`src/rtl/j1_iobus.sv`:
```
// ----------------------------------------------------------------------------
// j1_iobus
//
// I/O subsystem for the J1 SoC. It replaces the hand-wired I/O decode in the
// top level. All logic runs on the rising edge of clk. resetq is a
// synchronous, active-low reset.
//
// Contents:
//   - registered strobe/address stage (io_rd_, io_wr_, a, dout_)
//   - GPIO with per-bit direction and a two-flop input synchroniser
//   - LED register
//   - free-running cycle counter with a 16-bit-word snapshot
//   - receive FIFO between the UART and the CPU
//
// Ports:
//   clk, resetq                 clock and synchronous active-low reset
//   io_rd, io_wr                CPU I/O strobes (cycle N)
//   mem_addr, dout              I/O address and write data (cycle N)
//   io_din                      read data to the CPU (valid in cycle N+1)
//   gpio_in                     asynchronous pin inputs
//   gpio_out, gpio_oe           pin output values / output enables (1 = drive)
//   leds                        LED drive
//   uart_rx_valid/data/ack      UART receive side
//   uart_tx_busy/wr/data        UART transmit side
//
// Address decode is one-hot on the registered address a:
//   a[0]  gpio_in (r) / gpio_out (w)
//   a[1]  gpio_oe (r/w)
//   a[2]  leds    (r/w)
//   a[8]  snapshot counter (w)
//   a[10] snapshot word a[2:1] (r)
//   a[12] FIFO head + pop (r) / UART transmit (w)
//   a[13] status {overflow, !fifo_empty, !tx_busy} (r) / clear overflow (w)
// Multiple set bits write every selected target and OR every read source.
// ----------------------------------------------------------------------------
module j1_iobus #(
    parameter int GPIO_W   = 8,
    parameter int LED_W    = 5,
    parameter int RX_DEPTH = 16,
    parameter int CNT_W    = 64
) (
    input  logic              clk,
    input  logic              resetq,
    input  logic              io_rd,
    input  logic              io_wr,
    input  logic [15:0]       mem_addr,
    input  logic [15:0]       dout,
    output logic [15:0]       io_din,
    input  logic [GPIO_W-1:0] gpio_in,
    output logic [GPIO_W-1:0] gpio_out,
    output logic [GPIO_W-1:0] gpio_oe,
    output logic [LED_W-1:0]  leds,
    input  logic              uart_rx_valid,
    input  logic [7:0]        uart_rx_data,
    output logic              uart_rx_ack,
    input  logic              uart_tx_busy,
    output logic              uart_tx_wr,
    output logic [7:0]        uart_tx_data
);

    localparam int AW = $clog2(RX_DEPTH);

    // ------------------------------------------------------------------
    // Registered bus stage
    // ------------------------------------------------------------------
    logic        io_rd_;
    logic        io_wr_;
    logic [15:0] a;
    logic [15:0] dout_;

    always_ff @(posedge clk) begin
        if (!resetq) begin
            io_rd_ <= 1'b0;
            io_wr_ <= 1'b0;
            a      <= '0;
            dout_  <= '0;
        end else begin
            io_rd_ <= io_rd;
            io_wr_ <= io_wr;
            dout_  <= dout;
            // The address holds between accesses so io_din stays stable.
            if (io_rd || io_wr)
                a <= mem_addr;
        end
    end

    logic wr_gpio_out, wr_gpio_oe, wr_leds, wr_snap, wr_tx, wr_clr_ovf;
    logic rd_pop;

    assign wr_gpio_out = io_wr_ & a[0];
    assign wr_gpio_oe  = io_wr_ & a[1];
    assign wr_leds     = io_wr_ & a[2];
    assign wr_snap     = io_wr_ & a[8];
    assign wr_tx       = io_wr_ & a[12];
    assign wr_clr_ovf  = io_wr_ & a[13];
    assign rd_pop      = io_rd_ & a[12];

    // ------------------------------------------------------------------
    // GPIO, LEDs
    // ------------------------------------------------------------------
    logic [GPIO_W-1:0] gpio_s1;
    logic [GPIO_W-1:0] gpio_s2;

    always_ff @(posedge clk) begin
        gpio_s1 <= gpio_in;
        gpio_s2 <= gpio_s1;
    end

    always_ff @(posedge clk) begin
        if (!resetq) begin
            gpio_out <= '0;
            gpio_oe  <= '0;
            leds     <= '0;
        end else begin
            if (wr_gpio_out) gpio_out <= dout_[GPIO_W-1:0];
            if (wr_gpio_oe)  gpio_oe  <= dout_[GPIO_W-1:0];
            if (wr_leds)     leds     <= dout_[LED_W-1:0];
        end
    end

    // ------------------------------------------------------------------
    // Cycle counter and snapshot
    // ------------------------------------------------------------------
    logic [CNT_W-1:0] cnt;
    logic [CNT_W-1:0] snap;
    logic [63:0]      snap_pad;
    logic [15:0]      snap_word;

    always_ff @(posedge clk) begin
        if (!resetq) begin
            cnt  <= '0;
            snap <= '0;
        end else begin
            cnt <= cnt + CNT_W'(1);
            // Captures the count present during the commit cycle (N+1).
            if (wr_snap) snap <= cnt;
        end
    end

    // Zero padding makes words beyond CNT_W/16 read as 0.
    assign snap_pad  = 64'(snap);
    assign snap_word = snap_pad[{a[2:1], 4'b0000} +: 16];

    // ------------------------------------------------------------------
    // RX FIFO
    //
    // Receive handshake: uart_rx_ack mirrors uart_rx_valid combinationally
    // (forced low in reset). Every acked byte is consumed: it is stored
    // unless the FIFO is full with no pop in the same cycle, in which case
    // it is dropped and the sticky overflow flag is set.
    // ------------------------------------------------------------------
    logic [7:0] mem [RX_DEPTH];
    logic [AW:0] wr_ptr;
    logic [AW:0] rd_ptr;
    logic        fifo_empty;
    logic        fifo_full;
    logic        pop;
    logic        push;
    logic        ovf_set;
    logic        overflow;
    logic [7:0]  head;

    assign fifo_empty = (wr_ptr == rd_ptr);
    assign fifo_full  = (wr_ptr[AW] != rd_ptr[AW]) &&
                        (wr_ptr[AW-1:0] == rd_ptr[AW-1:0]);

    assign uart_rx_ack = uart_rx_valid & resetq;
    // A pop from an empty FIFO is a no-op, so a same-cycle push still lands.
    assign pop     = rd_pop & ~fifo_empty;
    assign push    = uart_rx_valid & (~fifo_full | pop);
    assign ovf_set = uart_rx_valid & fifo_full & ~pop;
    assign head    = fifo_empty ? 8'd0 : mem[rd_ptr[AW-1:0]];

    always_ff @(posedge clk) begin
        if (push && resetq)
            mem[wr_ptr[AW-1:0]] <= uart_rx_data;
    end

    always_ff @(posedge clk) begin
        if (!resetq) begin
            wr_ptr   <= '0;
            rd_ptr   <= '0;
            overflow <= 1'b0;
        end else begin
            if (push) wr_ptr <= wr_ptr + 1'b1;
            if (pop)  rd_ptr <= rd_ptr + 1'b1;
            // Set takes priority over a same-cycle clear.
            if (ovf_set)
                overflow <= 1'b1;
            else if (wr_clr_ovf)
                overflow <= 1'b0;
        end
    end

    // ------------------------------------------------------------------
    // UART transmit
    // ------------------------------------------------------------------
    assign uart_tx_wr   = wr_tx & resetq;
    assign uart_tx_data = dout_[7:0];

    // ------------------------------------------------------------------
    // Read mux: OR of every selected source
    // ------------------------------------------------------------------
    logic [15:0] rdata;

    always_comb begin
        rdata = '0;
        if (a[0])  rdata = rdata | 16'(gpio_s2);
        if (a[1])  rdata = rdata | 16'(gpio_oe);
        if (a[2])  rdata = rdata | 16'(leds);
        if (a[10]) rdata = rdata | snap_word;
        if (a[12]) rdata = rdata | {8'd0, head};
        if (a[13]) rdata = rdata | {13'd0, overflow, ~fifo_empty, ~uart_tx_busy};
    end

    assign io_din = rdata;

endmodule
```
`config.mk`:
```
export PLATFORM = sky130hd
export DESIGN_NAME = j1_iobus
export DESIGN_NICKNAME = d
export VERILOG_FILES = /design/src/rtl/j1_iobus.sv
export SDC_FILE = /design/constraint.sdc
export NUM_CORES = 1
export LEC_CHECK = 0
export ABC_AREA = 1
export BUFFER_PORTS_ARGS = -buffer_cell sky130_fd_sc_hd__buf_2
export CORE_ASPECT_RATIO = 0.5
export CORE_MARGIN = 2
export CORE_UTILIZATION = 40
export DETAILED_ROUTE_END_ITERATION = 8
export PLACE_DENSITY_LB_ADDON = 0.08
export REMOVE_ABC_BUFFERS = 1
export SLEW_MARGIN = 25
export SYNTH_ARGS = -nofsm -noshare
export SYNTH_HDL_FRONTEND = slang
export SYNTH_SLANG_ARGS = --single-unit
```
`constraint.sdc`:
```
create_clock -name clk -period 4.07 [get_ports clk]
set_clock_uncertainty 0.05 [all_clocks]
set_input_delay 0.407 -clock clk [delete_from_list [all_inputs] [get_ports clk]]
set_output_delay 0.407 -clock clk [all_outputs]
set_load 0.05 [all_outputs]
```
* Word level (Yosys, flattened, before mapping) *
Memories as Yosys holds them, arrays and structs flattened. A register that Yosys moved wholly into a read port is not among the register bits.
Cells that the tools add are included.

storage, ports and cells
  output and inout port bits = 47
  bits in writable memories = 128
  logic and storage cells = 62
  bits of input ports = 54
  memories = 1
  bits in registers = 200

memory list
  name  words  bits a word  rd ports  clocked after Yosys merged registers in  write ports  RTL line  source
  mem   16     8            1         1                                        1            152       logic [7:0] mem [RX_DEPTH];

cells by class
  shift-type cells = 1
  mux-type cells = 13
  bitwise gates (word level) = 23
  add/subtract/negate cells = 3
  reductions and logical operators = 4
  equal/unequal tests = 3

operators by type and width
  operator                                                          number
  16-bit 2-to-1 mux                                                 5
  64-bit by 1-bit adder with 64-bit output (second input constant)  1
  64-bit by 7-bit indexed part select with 16-bit output            1
  16-bit by 8-bit bitwise OR with 16-bit output                     2
  8-bit 2-to-1 mux                                                  2
  16-bit bitwise OR                                                 1
  16-bit by 3-bit bitwise OR with 16-bit output                     1
  16-bit by 5-bit bitwise OR with 16-bit output                     1
  1-bit bitwise AND                                                 13
  5-bit by 1-bit adder with 5-bit output (second input constant)    2
  4-bit 2-to-1 mux                                                  2
  5-bit equality test                                               1
  4-bit equality test                                               1
  1-bit 2-to-1 mux                                                  4
  1-bit NOT                                                         4
  1-bit logical AND                                                 2
  2-bit nonzero test                                                1
  1-bit logical OR                                                  1
  1-bit != test                                                     1
  1-bit bitwise OR                                                  1

* Logic depth before layout (Yosys ltp) *
  depth after elaboration = 11
  gate-level depth with buffers = 10
  mapped depth without buffers = 9

* Worst setup path before layout *
Ideal clock, no wire load.

  kind = reg-to-output
  from = register a[1]
  to = output port io_din[8]
  arrival = 1.774 ns
  stages on the path, launching flop included = 7
  buffers on the path = 2
  path slack = 1.839 ns
  required time = 3.613 ns
  cell sequence = dfxtp_1 > clkbuf_1 > clkbuf_1 > nor2_1 > nor2_1 > o21ai_0 > a21oi_1

between the ends
  word-level cells in the longest chain between the ends = 9
  elaborated cells on any way between the ends = 10
  those cells by class = shift (1); mux (5); bitwise (4)

RTL lines
  what                                                                                            RTL line  source
  from (decl)                                                                                     68        logic [15:0] a;
  from (signal assigned)                                                                          83        a <= mem_addr;
  branches (longest 4 deep; another with 64-bit by 7-bit indexed part select with 16-bit output)  -
  16-bit 2-to-1 mux *                                                                             211       if (a[10]) rdata = rdata | snap_word;
  16-bit by 8-bit bitwise OR with 16-bit output                                                   212       if (a[12]) rdata = rdata | {8'd0, head};
  16-bit 2-to-1 mux *                                                                             212
  16-bit by 3-bit bitwise OR with 16-bit output                                                   213       if (a[13]) rdata = rdata | {13'd0, overflow, ~fifo_empty, ~uart_tx_busy};
  16-bit 2-to-1 mux *                                                                             213
  to (decl)                                                                                       48        output logic [15:0] io_din,

Mark *: on every way between the ends.

* Worst setup path after layout *
  from = register a[2]
  to = output port io_din[0]

between the ends
  word-level cells in the longest chain between the ends = 7
  elaborated cells on any way between the ends = 8
  those cells by class = shift (1); mux (4); bitwise (3)

RTL lines
  what                                                                                                RTL line
  64-bit by 7-bit indexed part select with 16-bit output / 16-bit 2-to-1 mux (equally long branches)  142, 210
  16-bit bitwise OR                                                                                   211
  16-bit 2-to-1 mux *                                                                                 211
  16-bit by 8-bit bitwise OR with 16-bit output                                                       212
  16-bit 2-to-1 mux *                                                                                 212
  16-bit by 3-bit bitwise OR with 16-bit output                                                       213
  16-bit 2-to-1 mux *                                                                                 213

Mark *: on every way between the ends. The rest lies on a longest branch, timed or not.

==> summary.md <==
| Metric | Value |
|---|---|
| Status | `finished, final reports clean` |
| Core region area | `34470 µm²` |
| Crit path max-delay cell type | `inv_1` |
| Area grow syn2layout | `14.08%` |
| CTS resizes | `0` |
| PortBufs | `83` |
| FF-to-FF path depth | `6` |
| CP Max Fanout | `23` |
| Hold buffers post-CTS | `18` |
| Worst Setup Start Kind | `flop` |
| Total CTS buffers | `31` |
| Commonest non-fill, non-tap cell in the layout | `nand2_1` |
| Flop-to-flop setup slack | `1630 ps` |
| Warning count from the yosys run | `0` |
| Actual slew at the worst max-slew pin | `954.2 ps` |
| Register Area | `7792 µm²` |
| Residual DRC | `0` |
| Maximum capacitance violations | `0` |
| CTS Sinks | `325` |
| Drt total wl | `38990 µm` |
| CP Data Arrival Time | `2910 ps` |
| Post-synth cell types | `30` |
| Maximum clock path buffer count | `3` |
| Gr usage total | `0.2141` |
| Clock transition at path regs | `60 ps` |
| Setup Viol. Count Final | `0` |
| Minimum clock period | `3367 ps` |
| Antenna Cells | `0` |
| Worst vdd ir | `0.2540 mV` |
| Worst Path Required | `3610 ps` |
| Post-Syn Area per Cell | `8.198 µm²` |
| Grt total ovfl | `0` |
| Initial DRT Pass Iterations | `6` |
| Crit path max-delay family | `buffers and inverters` |
| Cell row count | `48` |
| Placed cell count | `2204` |
| Vias per inst | `4.989` |
| # fillers | `3417` |
| WL per Instance | `17.11 µm` |
| Boundary Pins | `101` |
| Sequential-to-total area share from yosys stat | `0.5558` |
| Instance count on the critical path | `7` |
| FF-to-FF Start | `wr_ptr[2]$_SDFFE_PN0P_` |
| Vias in the first global route | `10770` |
| Share of cells above drive strength 1 | `0.09479` |
| Initial antenna violation count | `0` |
| Setup Buffers After CTS | `0` |
| RSZ-0062 raised after global routing | `false` |
| Pwr dens | `426.3 nW/µm²` |
| Routed via count | `11370` |
| CTS tree | `yes` |
| Worst hold path class | `in2reg` |
| CP Capture Point | `io_din[0]` |
| Starting DRT DRC Count | `676` |
| Flops & latches, synth | `325` |
| Setup TNS | `0 ps` |
| Crit path from | `a[2]$_SDFFE_PN0P_` |
| Count of pins over their slew limit | `0` |
| Highest clock rate | `297.0 MHz` |
| Most frequent cells in the layout | `nand2_1 (329), nor2_1 (290), dfxtp_1 (195)` |
| Starting density of the core | `0.4064` |
| DIE AREA | `36630 µm²` |
| Top-area cell type share of the netlist area | `0.2815` |
| CP bufs+invs | `3` |
| Largest net degree at the start of global routing | `111` |
| Cell Count, Final, Fillers Out | `2279` |
| Critical setup path kind | `reg2out` |
| CP peak stage delay | `690 ps` |
| DIE WIDTH | `268.7 µm` |
| Leakage Power | `0.005667 µW` |
| Skew-Pair Late Insertion Delay | `590 ps` |
| Syn Std Cell Area | `14010 µm²` |
| Cells after Synth | `1709` |
| CP Cell Sequence | `buf_4 -> inv_1 -> o21ai_0 -> o22ai_1 -> a21oi_1 -> nand2_1 -> buf_2` |
| Root Buffer Master | `clkbuf_16` |
| Most area-hungry cell type in the Yosys netlist | `dfxtp_1` |
| Tcrit/Tclk final | `0.8273` |
| # H-tree levels | `1` |
| Crit end category | `output port` |
| First-pass GRT wire length | `60140 µm` |
| Antenna-violating nets left | `0` |
| Top cells by area, synth | `dfxtp_1 (28%), edfxtp_1 (27%), nand2_1 (8.8%), nor2_1 (7.8%), o21ai_0 (6.4%)` |
| # nets final | `1840` |
| Worst slew margin | `0.3639` |
| R2r endpoint | `mem[7][5]$_DFFE_PP_` |
| Routability Congestion | `0.8703` |
| Die outline height | `136.3 µm` |
| DP HPWL | `27090 µm` |
| Final Hold Viols | `0` |
| Multi-input gate area | `5339 µm²` |
==> metrics by stage <==
stage | worst slack (ps) | hold slack, ps | util | power [µW] | area, µm²
after CTS | 626.9 | 20.01 | 0.4637 | 6898 | 15980
after detailed placement | 1264 | 262.1 | 0.4296 | 4036 | 14810
after floorplan | 476.7 | 259.6 | - | 3845 | 13720
final | 702.9 | 47.60 | 0.4637 | 6814 | 15980
after global routing | 531.3 | 28.94 | 0.4637 | 7085 | 15980
after global placement | 1252 | 260.9 | 0.4296 | 4027 | 14810
==> report_power, final <==
part	switching [µW]	internal, µW	total, µW
clock	1270	1570	2840
sequential	51.3	3440	3490
combinational	349	131	479
==> worst register-to-register path, cell delays in order (launching register included) <==
cell and delay [ps]:
dfxtp_1 490, nand2_1 90, nand2_1 70, nor2_1 60, nand4_2 160, nand2_1 350
nor2_1 780
==> sequential cells by signal (all words and copies together) (netlist names), named ones only <==
signal	cells
mem	128
cnt	64
snap	64
dout_	8
gpio_oe	8
gpio_out	8
gpio_s1	8
gpio_s2	8
a	7
leds	5
rd_ptr	5
wr_ptr	5
io_rd_	1
io_wr_	1
overflow	1
==> area by class of cell <==
type	instances	share of cell area
Clock buffer	47	0.05800
Sequential cell	325	0.4875
Timing Repair Buffer	111	0.04211
Clock inverter	10	0.004305
Tap cell	475	0.03718
Multi-Input combinational cell	1154	0.3340
Inverter	157	0.03687
==> cells in the mapped netlist <==
cell type  instances
buf_1              4
inv_1            152
nand2_1          329
nand3b_1           2
nand2_2            6
or2_0             10
a22o_1             4
o21a_1             2
nand4_2            1
o22ai_1            8
nand2_4            2
o2111ai_1          1
nor2_4             8
a21oi_1          154
nand3_1           81
buf_2             11
nand4_1           15
edfxtp_1         128
clkbuf_1          56
dfxtp_1          197
xor2_1            11
xnor2_1            1
buf_4              2
nor2_2             6
ha_1               6
clkinv_1           2
inv_2              3
o21ai_0          180
o211ai_1          37
nor2_1           290
==> metal layers <==
metal	part of all wire	up-vias	track usage
met5	0	-	0
met4	0.019	0	0.04383
met3	0.037	54	0.03079
met2	0.47	185	0.3674
met1	0.47	5345	0.2889
li1	-	5787	-
==> kinds of logic after synthesis <==
group,synth area share
AO/OA/AOI/OAI,0.1469
XOR/XNOR,0.007501
adder cells (fa/ha/maj),0.005358
buffers and inverters,0.06314
flip-flops,0.5558
AND/OR/NAND/NOR,0.2213
==> worst min-delay path by stage <==
stage	cells past startpoint	to	start	slack (ps)
2_1_floorplan	0	gpio_s2[0]$_DFF_P_	gpio_s1[0]$_DFF_P_	260
4_1_cts	3	a[8]$_SDFFE_PN0P_	mem_addr[8]	20
6_report	3	a[8]$_SDFFE_PN0P_	mem_addr[8]	50
3_5_place_dp	0	gpio_s2[4]$_DFF_P_	gpio_s1[4]$_DFF_P_	260
3_3_place_gp	0	gpio_s2[2]$_DFF_P_	gpio_s1[2]$_DFF_P_	260
5_1_grt	3	a[0]$_SDFFE_PN0P_	mem_addr[0]	30
(Power assumes the default switching activity.)
